**src/rtl/sc_conv_sched.sv**
```systemverilog
// Round-robin scheduler that shares one screen-to-world converter among N_REQ requesters.
// Optional build macro SC_SCHED_CLAMP_EN saturates captured coordinates to the screen bounds.
module sc_conv_sched #(
    parameter int N_REQ    = 4,
    parameter int WC_W     = 12,
    parameter int FRAC     = 10,
    parameter int CONV_LAT = 1
) (
    input  logic                     clk,
    input  logic                     rst_n,
    input  logic [N_REQ-1:0]         req_valid,
    input  logic [11*N_REQ-1:0]      req_x,
    input  logic [11*N_REQ-1:0]      req_y,
    output logic [N_REQ-1:0]         req_ready,
    input  logic [10:0]              res_y,
    output logic [10:0]              conv_x,
    output logic [10:0]              conv_y,
    output logic [10:0]              conv_res_y,
    input  logic [WC_W-1:0]          conv_x_wc,
    input  logic [WC_W-1:0]          conv_y_wc,
    output logic                     rsp_valid,
    input  logic                     rsp_ready,
    output logic [$clog2(N_REQ)-1:0] rsp_id,
    output logic [WC_W-1:0]          rsp_x_wc,
    output logic [WC_W-1:0]          rsp_y_wc
);
    localparam int ID_W = $clog2(N_REQ);

    // FRAC only describes the converter's result format; reject configurations it cannot represent.
    generate
        if (N_REQ < 2 || N_REQ > 8 || CONV_LAT < 1 || CONV_LAT > 4 || FRAC > WC_W) begin : g_bad_cfg
            $error("sc_conv_sched: unsupported parameter combination");
        end
    endgenerate

    typedef enum logic [1:0] {IDLE, CONV, RESP} state_t;

    state_t          state, state_nxt;
    logic [ID_W-1:0] rr_ptr;
    logic [ID_W-1:0] grant_idx;
    logic [ID_W:0]   cand;
    logic            grant_found;
    logic            grant_en;
    logic            conv_done;
    logic            rsp_done;
    logic [2:0]      cnt;
    logic [10:0]     sel_x, sel_y;
    logic [10:0]     cap_x, cap_y;

    // First requester at or above rr_ptr, wrapping past N_REQ-1 back to 0.
    always_comb begin
        grant_found = 1'b0;
        grant_idx   = '0;
        cand        = '0;
        for (int unsigned k = 0; k < N_REQ; k++) begin
            cand = {1'b0, rr_ptr} + (ID_W+1)'(k);
            if (cand >= (ID_W+1)'(N_REQ))
                cand = cand - (ID_W+1)'(N_REQ);
            if (!grant_found && req_valid[cand[ID_W-1:0]]) begin
                grant_found = 1'b1;
                grant_idx   = cand[ID_W-1:0];
            end
        end
    end

    always_comb begin
        sel_x = '0;
        sel_y = '0;
        for (int unsigned i = 0; i < N_REQ; i++) begin
            if (grant_idx == ID_W'(i)) begin
                sel_x = req_x[11*i +: 11];
                sel_y = req_y[11*i +: 11];
            end
        end
    end

    always_comb begin
        cap_x = sel_x;
        cap_y = sel_y;
`ifdef SC_SCHED_CLAMP_EN
        if (sel_x > 11'd1279)
            cap_x = 11'd1279;
        if (sel_y >= res_y)
            cap_y = (res_y == '0) ? '0 : res_y - 11'd1;
`endif
    end

    always_comb begin
        state_nxt = state;
        grant_en  = 1'b0;
        conv_done = 1'b0;
        rsp_done  = 1'b0;
        unique case (state)
            IDLE: if (grant_found) begin
                grant_en  = 1'b1;
                state_nxt = CONV;
            end
            CONV: if (cnt == 3'(CONV_LAT-1)) begin
                conv_done = 1'b1;
                state_nxt = RESP;
            end
            RESP: if (rsp_ready) begin
                rsp_done  = 1'b1;
                state_nxt = IDLE;
            end
            default: state_nxt = IDLE;
        endcase
    end

    // Gated by rst_n so no grant is visible while reset is held.
    always_comb begin
        req_ready = '0;
        for (int unsigned i = 0; i < N_REQ; i++)
            req_ready[i] = rst_n && grant_en && (grant_idx == ID_W'(i));
    end

    always_ff @(posedge clk or negedge rst_n) begin
        if (!rst_n)
            state <= IDLE;
        else
            state <= state_nxt;
    end

    always_ff @(posedge clk or negedge rst_n) begin
        if (!rst_n) begin
            rr_ptr     <= '0;
            cnt        <= '0;
            rsp_valid  <= 1'b0;
            rsp_id     <= '0;
            rsp_x_wc   <= '0;
            rsp_y_wc   <= '0;
            conv_x     <= '0;
            conv_y     <= '0;
            conv_res_y <= '0;
        end else begin
            if (grant_en) begin
                conv_x     <= cap_x;
                conv_y     <= cap_y;
                conv_res_y <= res_y;
                rsp_id     <= grant_idx;
            end
            if (state == CONV)
                cnt <= conv_done ? '0 : cnt + 3'd1;
            if (conv_done) begin
                rsp_x_wc  <= conv_x_wc;
                rsp_y_wc  <= conv_y_wc;
                rsp_valid <= 1'b1;
            end
            if (rsp_done) begin
                rsp_valid <= 1'b0;
                rr_ptr    <= (rsp_id == ID_W'(N_REQ-1)) ? '0 : rsp_id + ID_W'(1);
            end
        end
    end
endmodule

```
**config.mk**
```make
export PLATFORM = sky130hd
export DESIGN_NAME = sc_conv_sched
export DESIGN_NICKNAME = d
export VERILOG_FILES = /design/src/rtl/sc_conv_sched.sv
export SDC_FILE = /design/constraint.sdc
export NUM_CORES = 1
export LEC_CHECK = 0
export CAP_MARGIN = 20
export CORE_UTILIZATION = 39
export DETAILED_ROUTE_END_ITERATION = 10
export PLACE_DENSITY_LB_ADDON = 0.25
export SYNTH_ARGS = -nofsm -noshare
export SYNTH_HDL_FRONTEND = slang
export SYNTH_SLANG_ARGS = --single-unit
```
**constraint.sdc**
```tcl
create_clock -name clk -period 2.45 [get_ports clk]
set_input_delay 0.245 -clock clk [delete_from_list [all_inputs] [get_ports clk]]
set_output_delay 0.245 -clock clk [all_outputs]
set_load 0.01 [all_outputs]
```
# Yosys cells after proc, flatten, opt, wreduce, memory -nomap -nowiden
# Cells that the tools add are included.
[totals]
output_inout_bits = 64
latch_bits = 0
wordCells = 94
register_bits = 67
ram_bits = 0
rom_bits = 0
mem_count = 0
input_bits = 130
[op_classes]
add_sub_neg = 9
n_mul = 0
eq_ne = 9
magnitude_cmp = 8
muxes = 42
shift = 0
n_bitwise = 0
n_reduce_logical = 16
div_mod_pow = 0
[op_table]
columns = ["op", "n"]
rows = [
  ["11-bit 2-to-1 mux", 8],
  ["2-bit 2-to-1 mux", 12],
  ["1-bit 2-to-1 mux", 16],
  ["2-bit by 3-bit < comparator with 1-bit output (second input constant)", 4],
  ["3-bit >= comparator (second input constant)", 3],
  ["1-bit binary-select mux with 2-bit select", 4],
  ["2-bit equality test (second input constant)", 4],
  ["1-bit logical AND", 8],
  ["2-bit by 1-bit subtractor with 2-bit output (second input constant)", 4],
  ["2-bit by 2-bit adder with 3-bit output (second input constant)", 2],
  ["2-bit inequality test (second input constant)", 3],
  ["2-bit one-hot mux with 3 select lines", 1],
  ["2-bit by 1-bit equality test with 1-bit output (second input constant)", 2],
  ["2-bit logical NOT", 2],
  ["2-bit by 1-bit adder with 3-bit output (second input constant)", 1],
  ["3-bit by 1-bit adder with 3-bit output (second input constant)", 1],
  ["2-bit by 3-bit >= comparator with 1-bit output (second input constant)", 1],
  ["1-bit logical NOT", 3],
  ["3-bit logical NOT", 1],
  ["3-bit 2-to-1 mux", 1],
  ["3-bit AND reduction", 1],
  ["2-bit by 1-bit adder with 2-bit output (second input constant)", 1],
  ["2-bit nonzero test", 1],
]

# Depth between registers and ports, before layout
# Gate-level depths: netlist (run 1).
[depth]
ltp_word = 19
depth_mapped = 7
ltp_nobuf = 5

# Worst setup path before layout (run 1)
# Ideal clock, no wire load.
[synth_timing]
path_kind = "register to register"
from = "register rr_ptr[1]"
to = "register conv_x[3]"
path_buffers = 1
t_required_ns = 2.324
path_stages_with_launch = 7
setup_slack_ns = 0.503
setup_time_ns = 0.126
arrival_ns = 1.821
path_cell_list = "dfrtp_1 nor2b_1 o21a_2 nor3_4 buf_6 mux2_4 a221o_1"
[synth_between]
elab_chain_cells = 19
word_cells_on_any_way = 47
classes_between = "add/sub (7); order compare (4); eq/ne (3); mux (26); reduce/logical (7)"
[synth_rtl]
columns = ["item", "line_no", "source"]
rows = [
  ["start: declaration", "39", "logic [ID_W-1:0] rr_ptr;"],
  ["start signal: assignment", "151", "rr_ptr <= (rsp_id == ID_W'(N_REQ-1)) ? '0 : rsp_id + ID_W'(1);"],
  ["branches (longest 19 deep; another with 2-bit by 1-bit adder with 3-bit output)", "--", ""],
  ["end signal: assignment", "137", "conv_x <= cap_x;"],
  ["end: declaration", "16", "output logic [10:0] conv_x,"],
]
# Several ways; the timed one is not identified. The select of a mux whose other input is x is not followed.
# A chain may end at the register's enable or synchronous reset.

# Worst setup path after layout (run 1)
[layout_timing]
from = "input port req_valid[3]"
to = "output port req_ready[2]"
[layout_between]
elab_chain_cells = 16
word_cells_on_any_way = 27
classes_between = "eq/ne (1); mux (18); reduce/logical (8)"
[layout_rtl]
columns = ["item", "line_no", "source"]
rows = [
  ["start: declaration", "11", "input logic [N_REQ-1:0] req_valid,"],
  ["1-bit binary-select mux with 2-bit select", "59", "if (!grant_found && req_valid[cand[ID_W-1:0]]) begin"],
  ["1-bit 2-to-1 mux (not written as such)", "59", ""],
  ["1-bit 2-to-1 mux", "59", ""],
  ["1-bit logical NOT", "59", ""],
  ["1-bit logical AND", "59", ""],
  ["1-bit 2-to-1 mux", "59", ""],
  ["1-bit logical NOT", "59", ""],
  ["1-bit logical AND", "59", ""],
  ["1-bit 2-to-1 mux", "59", ""],
  ["1-bit logical NOT", "59", ""],
  ["1-bit logical AND", "59", ""],
  ["1-bit 2-to-1 mux", "59", ""],
  ["1-bit 2-to-1 mux", "94", "IDLE: if (grant_found) begin"],
  ["1-bit 2-to-1 mux", "93", "unique case (state)"],
  ["1-bit logical AND", "114", "req_ready[i] = rst_n && grant_en && (grant_idx == ID_W'(i));"],
  ["1-bit logical AND (*)", "114", ""],
  ["end: declaration", "14", "output logic [N_REQ-1:0] req_ready,"],
]
# Every way passes the cells marked *; elsewhere a longest branch is shown, timed or not. The select of a mux whose other input is x is not followed.

==> results_dict.tcl, run 1 <==
set metrics [dict create \
    grt_pass1_wl_um 14900 \
    synth_edf_count 0 \
    ys_warn_count 0 \
    ios 194 \
    grt_max_degree 54 \
    finalHoldViolCount 0 \
    cp_max_fo 5 \
    port_buffers 193 \
    postPlaceCellArea_sq_um 5580 \
    fin_util_pct 67.4 \
    min_period_over_period_pct 95.2 \
    max_cap_violations 0 \
    holdWs_ns 0.377 \
    setup_viol 0 \
    layout_common_cells "clkdlybuf4s50_1 (189), dfrtp_1 (66), nand2_1 (42), buf_4 (18)" \
    max_clock_freq_mhz 429 \
    fin_skew_ns 0.00923 \
    r2r_slack_ns 0.22 \
    layout-drive-gt1-share_pct 14.2 \
    wl_per_cell_um 16.0 \
    rows 34 \
    max_stage_delay_ns 0.57 \
    synth_cell_types 35 \
    violations "DRC" \
    status "finished, violations left" \
    timing.setup.tns_ns 0 \
    cts_setup_buffers 0 \
    slowest_stage "clkdlybuf4s50_1" \
    via_per_inst 5.18 \
    first_iter_violations 111 \
    numCtsBuffers 9 \
    synthArstFlopShare_pct 100 \
    die_x_um 96.5 \
    power_mw 6.59 \
    area_delta_synth_final_pct 68.0 \
    start_util_pct 40.1 \
    p_leak_nw 2.47 \
    cts_tree "built" \
    crit_required_ns 2.20 \
    layoutNonFillerInstCount 628 \
    peakVddDrop_v 0.000515 \
    fin_nets 648 \
    die-area_sq_um 9300 \
    hpwl_um 7640 \
    grt_setup_unrepaired "false" \
    wl_um 10100 \
    critical_path_arrival_ns 2.09 \
    powerDensity_nw_per_um2 1130 \
    antenna_found_initial 0 \
    finalWorstSetupSlack_ns 0.117 \
    fp.dieH_um 96.5 \
    clk_latency_ns 0.33 \
    mappedNetlistArea_sq_um 3480 \
    place_congestion 0.854 \
    drc 1 \
    ys.flop_type "dfrtp_1" \
    synthCells 317 \
    r2r_cells 5 \
    grt_overflow_total 0 \
    diodes 0 \
    antenna_left 0 \
    worst_pin_slew_ns 1.04 \
    relSlewSlack_pct 30.7 \
    cts_root_buffer "clkbuf_8" \
    core_area_sq_um 8680 \
    grt_usage_pct 21.3 \
    syn_area_per_cell_sq_um 11.0 \
    critical_path_class "in2out" \
    num_vias 3255 \
    maxSlewViolCount 0 \
    worstSetupStartpointType "input pin" \
    cts_sinks 67 \
    endpoint_kind "output port" \
    grt_pass1_vias 3220 \
    cts_buffer_depth 2 \
    dpl.cell_count 611 \
    crit_chain "clkdlybuf4s50_1 > nor2_1 > a211oi_4 > nand3_1 > nor2_1 > clkdlybuf4s50_1" \
    synth-seq-cells 67 \
    final_cell_area_sq_um 5850 \
    dp_slack_ns -0.0917 \
    hold_path_class "in2async" \
    path_clk_slew_ns 0.08 \
    layout_commonest_cell "clkdlybuf4s50_1" \
    drt_pass1_iterations 8 \
    htreeDepth 3 \
    finalCriticalPeriod_ns 2.33 \
    syn_nets 450 \
    ys_seq_area_share_pct 48.2 \
]
==> cells in the mapped netlist, types with 2 or more instances <==
| cell type | instances | share of area [%] |
|---|---|---|
| buf_2 | 3 | 0.43 |
| mux2i_1 | 8 | 2.3 |
| a21o_1 | 2 | 0.43 |
| a211oi_2 | 6 | 2.2 |
| nor2b_1 | 2 | 0.36 |
| inv_1 | 3 | 0.32 |
| dfrtp_1 | 67 | 48 |
| nand4_1 | 14 | 2.5 |
| nand2b_1 | 5 | 0.90 |
| nor2_1 | 19 | 2.0 |
| nand2_1 | 42 | 4.5 |
| buf_6 | 3 | 0.97 |
| clkbuf_1 | 17 | 1.8 |
| nand3_1 | 4 | 0.58 |
| ha_1 | 3 | 1.1 |
| a221o_1 | 14 | 4.0 |
| a211oi_1 | 11 | 2.4 |
| a21oi_1 | 16 | 2.3 |
| mux2_4 | 12 | 5.2 |
| mux2_2 | 14 | 4.5 |
| o31ai_1 | 15 | 3.2 |
| o31a_1 | 8 | 2.0 |
| mux2_1 | 14 | 4.5 |
| a211o_1 | 2 | 0.50 |
| o21ai_0 | 3 | 0.43 |
==> worst max-delay path, delay by kind of cell <==
family	cells	cell delay (ns)
buffers and inverters	2	1.13
AND/OR/NAND/NOR	3	0.41
AO/OA/AOI/OAI	1	0.31
==> state kept, by name (all words and copies together) (netlist names) <==
register    cells
rsp_y_wc       12
conv_x         11
rsp_valid       1
rsp_x_wc       12
state           2
rr_ptr          2
conv_res_y     11
conv_y         11
cnt             3
rsp_id          2
==> what timing repair did <==
item,in CTS,in global routing
endpoints found under the setup margin,2,2
gates cloned,0,0
endpoints found under the hold margin,14,0
pin swaps,0,0
resized for setup,2,2
hold buffers,1,0
==> power breakdown <==
part | switching (mW) | internal [mW]
clock | 0.430 | 0.738
sequential | 0.327 | 1.65
combinational | 1.52 | 1.92
==> path summary, 6_finish.rpt <==
| path | start | end |
|---|---|---|
| setup / recovery | req_valid[3] | req_ready[2] |
| hold / removal | rst_n | conv_x[0] |
| setup reg to reg | rr_ptr[0] | conv_x[7] |
| hold reg to reg | conv_res_y[9] | conv_res_y[9] |
| max in group asynchronous | rst_n | rr_ptr[1] |
| min in group clk | res_y[7] | conv_res_y[7] |
==> metal layers <==
layer / wire length (um) / vias to the layer above / part of all wire (%) / track usage, %
met4: 222 / 0 / 2.2 / 9.44
met1: 3860 / 1507 / 38 / 22.9
met3: 910 / 18 / 9.0 / 6.57
li1: - / 1576 / - / -
met5: 0 / - / 0 / 0
met2: 5080 / 154 / 50 / 38.3
==> kinds of logic after synthesis <==
group                    after synthesis  synth area share (%)
AO/OA/AOI/OAI                         82                  18.5
adder cells (fa/ha/maj)                3                  1.08
buffers and inverters                 27                  3.67
flip-flops                            67                  48.2
multiplexers                          48                  16.5
AND/OR/NAND/NOR                       90                  12.0
==> final cells by class <==
cell class | count | area (sq um)
clock inverters | 5 | 108
repair buffers | 211 | 2070
multi-input cells | 223 | 1700
flip-flops and latches | 67 | 1680
inverters | 3 | 11.3
fillers | 703 | 2830
clock buffers | 11 | 151
well taps | 108 | 135
(Power assumes the default switching activity.)
==> run 2, diff against run 1 <==
--- a/config.mk
+++ b/config.mk
@@ -6,6 +6,7 @@
 export NUM_CORES = 1
 export LEC_CHECK = 0
 export CAP_MARGIN = 20
+export CORE_ASPECT_RATIO = 1.4
 export CORE_UTILIZATION = 39
 export DETAILED_ROUTE_END_ITERATION = 10
 export PLACE_DENSITY_LB_ADDON = 0.25
==> results_dict.tcl, run 2 (synthesized netlist as in run 1, its figures left out) <==
set metrics [dict create \
    finalCriticalPeriod_ns 2.18 \
    cts_sinks 67 \
    layout_commonest_cell "clkdlybuf4s50_1" \
    path_clk_slew_ns 0.05 \
    p_leak_nw 2.55 \
    cts_tree "built" \
    port_buffers 193 \
    reg.largest.list "rsp_x_wc (12), rsp_y_wc (12)" \
    wl_per_cell_um 16.5 \
    cts_buffer_depth 2 \
    fin_nets 652 \
    grt_pass1_vias 3423 \
    place_congestion 0.784 \
    grt_setup_unrepaired "false" \
    grt_pass1_wl_um 16000 \
    grt_max_degree 55 \
    worst_pin_slew_ns 1.01 \
    hpwl_um 7780 \
    cts_root_buffer "clkbuf_16" \
    fp.dieH_um 114 \
    grt_usage_pct 23.0 \
    critical_path_arrival_ns 2.43 \
    antenna_found_initial 0 \
    peakVddDrop_v 0.000746 \
    max_cap_violations 0 \
    crit_required_ns 2.70 \
    grt_overflow_total 0 \
    cp_max_fo 22 \
    first_iter_violations 124 \
    fin_skew_ns 0.0107 \
    clk_latency_ns 0.32 \
    diodes 0 \
    finalWorstSetupSlack_ns 0.268 \
    critical_path_class "reg2reg" \
    layoutNonFillerInstCount 628 \
    drt_pass1_iterations 7 \
    fin_util_pct 68.9 \
    endpoint_kind "register" \
    layout-drive-gt1-share_pct 14.7 \
    slowest_stage "nor2_2" \
    holdWs_ns 0.394 \
    numCtsBuffers 9 \
    die_x_um 81.8 \
    setup_viol 0 \
    rows 40 \
    antenna_left 0 \
    wl_um 10400 \
    max_clock_freq_mhz 458 \
    relSlewSlack_pct 32.6 \
    die-area_sq_um 9310 \
    layout_common_cells "clkdlybuf4s50_1 (187), dfrtp_1 (66), nand2_1 (42), buf_4 (21), a21oi_1 (16)" \
    status "completed" \
    num_vias 3359 \
    core_area_sq_um 8610 \
    crit_top_cell "a21oi_1" \
    crit_chain "nor3b_1 > a21oi_1 > a21oi_1 > nor2_2 > a221o_1" \
    via_per_inst 5.35 \
    max_stage_delay_ns 0.81 \
    ios 194 \
    timing.setup.tns_ns 0 \
    area_delta_synth_final_pct 70.5 \
    maxSlewViolCount 0 \
    min_period_over_period_pct 89.0 \
    start_util_pct 40.4 \
    powerDensity_nw_per_um2 1150 \
    dpl.cell_count 609 \
    worstSetupStartpointType "register" \
    drc 0 \
    finalHoldViolCount 0 \
    htreeDepth 3 \
    dp_slack_ns -0.0446 \
    hold_path_class "in2async" \
]
## run 2: changes by cell type in the layout (fill, tap and decap cells not counted), moves of 2 or more
cell,previous run,this run
clkdlybuf4s50_1,189,187
clkbuf_8,11,1
dlymetal6s2s_1,1,4
clkbuf_16,0,9
nor2_1,16,14
clkbuf_1,0,3
nor2_2,3,5
buf_4,18,21
## run 2: worst paths after layout
kind | startpoint | end | slack [ns] | depth (start not counted)
setup / recovery | rr_ptr[0] | conv_x[9] | 0.27 | 5
hold / removal | rst_n | conv_y[9] | 0.39 | 2
setup reg to reg | rr_ptr[0] | conv_x[9] | 0.27 | 5
hold reg to reg | conv_res_y[0] | conv_res_y[0] | 0.47 | 2
max in group asynchronous | rst_n | rr_ptr[1] | 1.01 | 3
min in group clk | res_y[1] | conv_res_y[1] | 0.46 | 3
## run 2: repair_timing
action / 4_1_cts / 5_1_grt
pin swaps: 3 / 1
hold endpoints to repair: 13 / 0
setup endpoints to repair: 2 / 3
resized for setup: 5 / 4
setup buffers: 1 / 2
hold buffers: 1 / 0
## run 2: metrics by stage
step	power [mW]	area [sq um]
6_report	6.84	5930
3_3_place_gp	5.39	5570
3_5_place_dp	5.47	5570
4_1_cts	6.87	5910
2_1_floorplan	3.77	3480
5_1_grt	7.27	5930
## run 2: final cells by class
class                   instances  area [sq um]
well taps                     105           131
multi-input cells             223          1700
flip-flops and latches         67          1680
clock inverters                 2          60.1
clock buffers                  13           250
repair buffers                215          2100
fillers                       669          2680
inverters                       3          11.3
## run 2: critical path: cells and delay by family, from the launching register on
family           cells  cell delay, ns
AO/OA/AOI/OAI        3            0.68
flip-flops           1            0.45
AND/OR/NAND/NOR      2            0.98
## run 2: per-layer routing
metal | global-route usage [%] | vias to the layer above | wire (um)
met3 | 5.84 | 34 | 825
met2 | 40.7 | 184 | 5400
met1 | 24.7 | 1553 | 3800
met4 | 11.7 | 0 | 344
met5 | 0 | - | 0
li1 | - | 1588 | -
## run 2: power breakdown
part / switching, mW / internal, mW / total [mW]
registers: 0.317 / 1.65 / 1.97
clock network: 0.441 / 0.914 / 1.36
logic: 1.56 / 1.96 / 3.52
total: 2.32 / 4.53 / 6.84
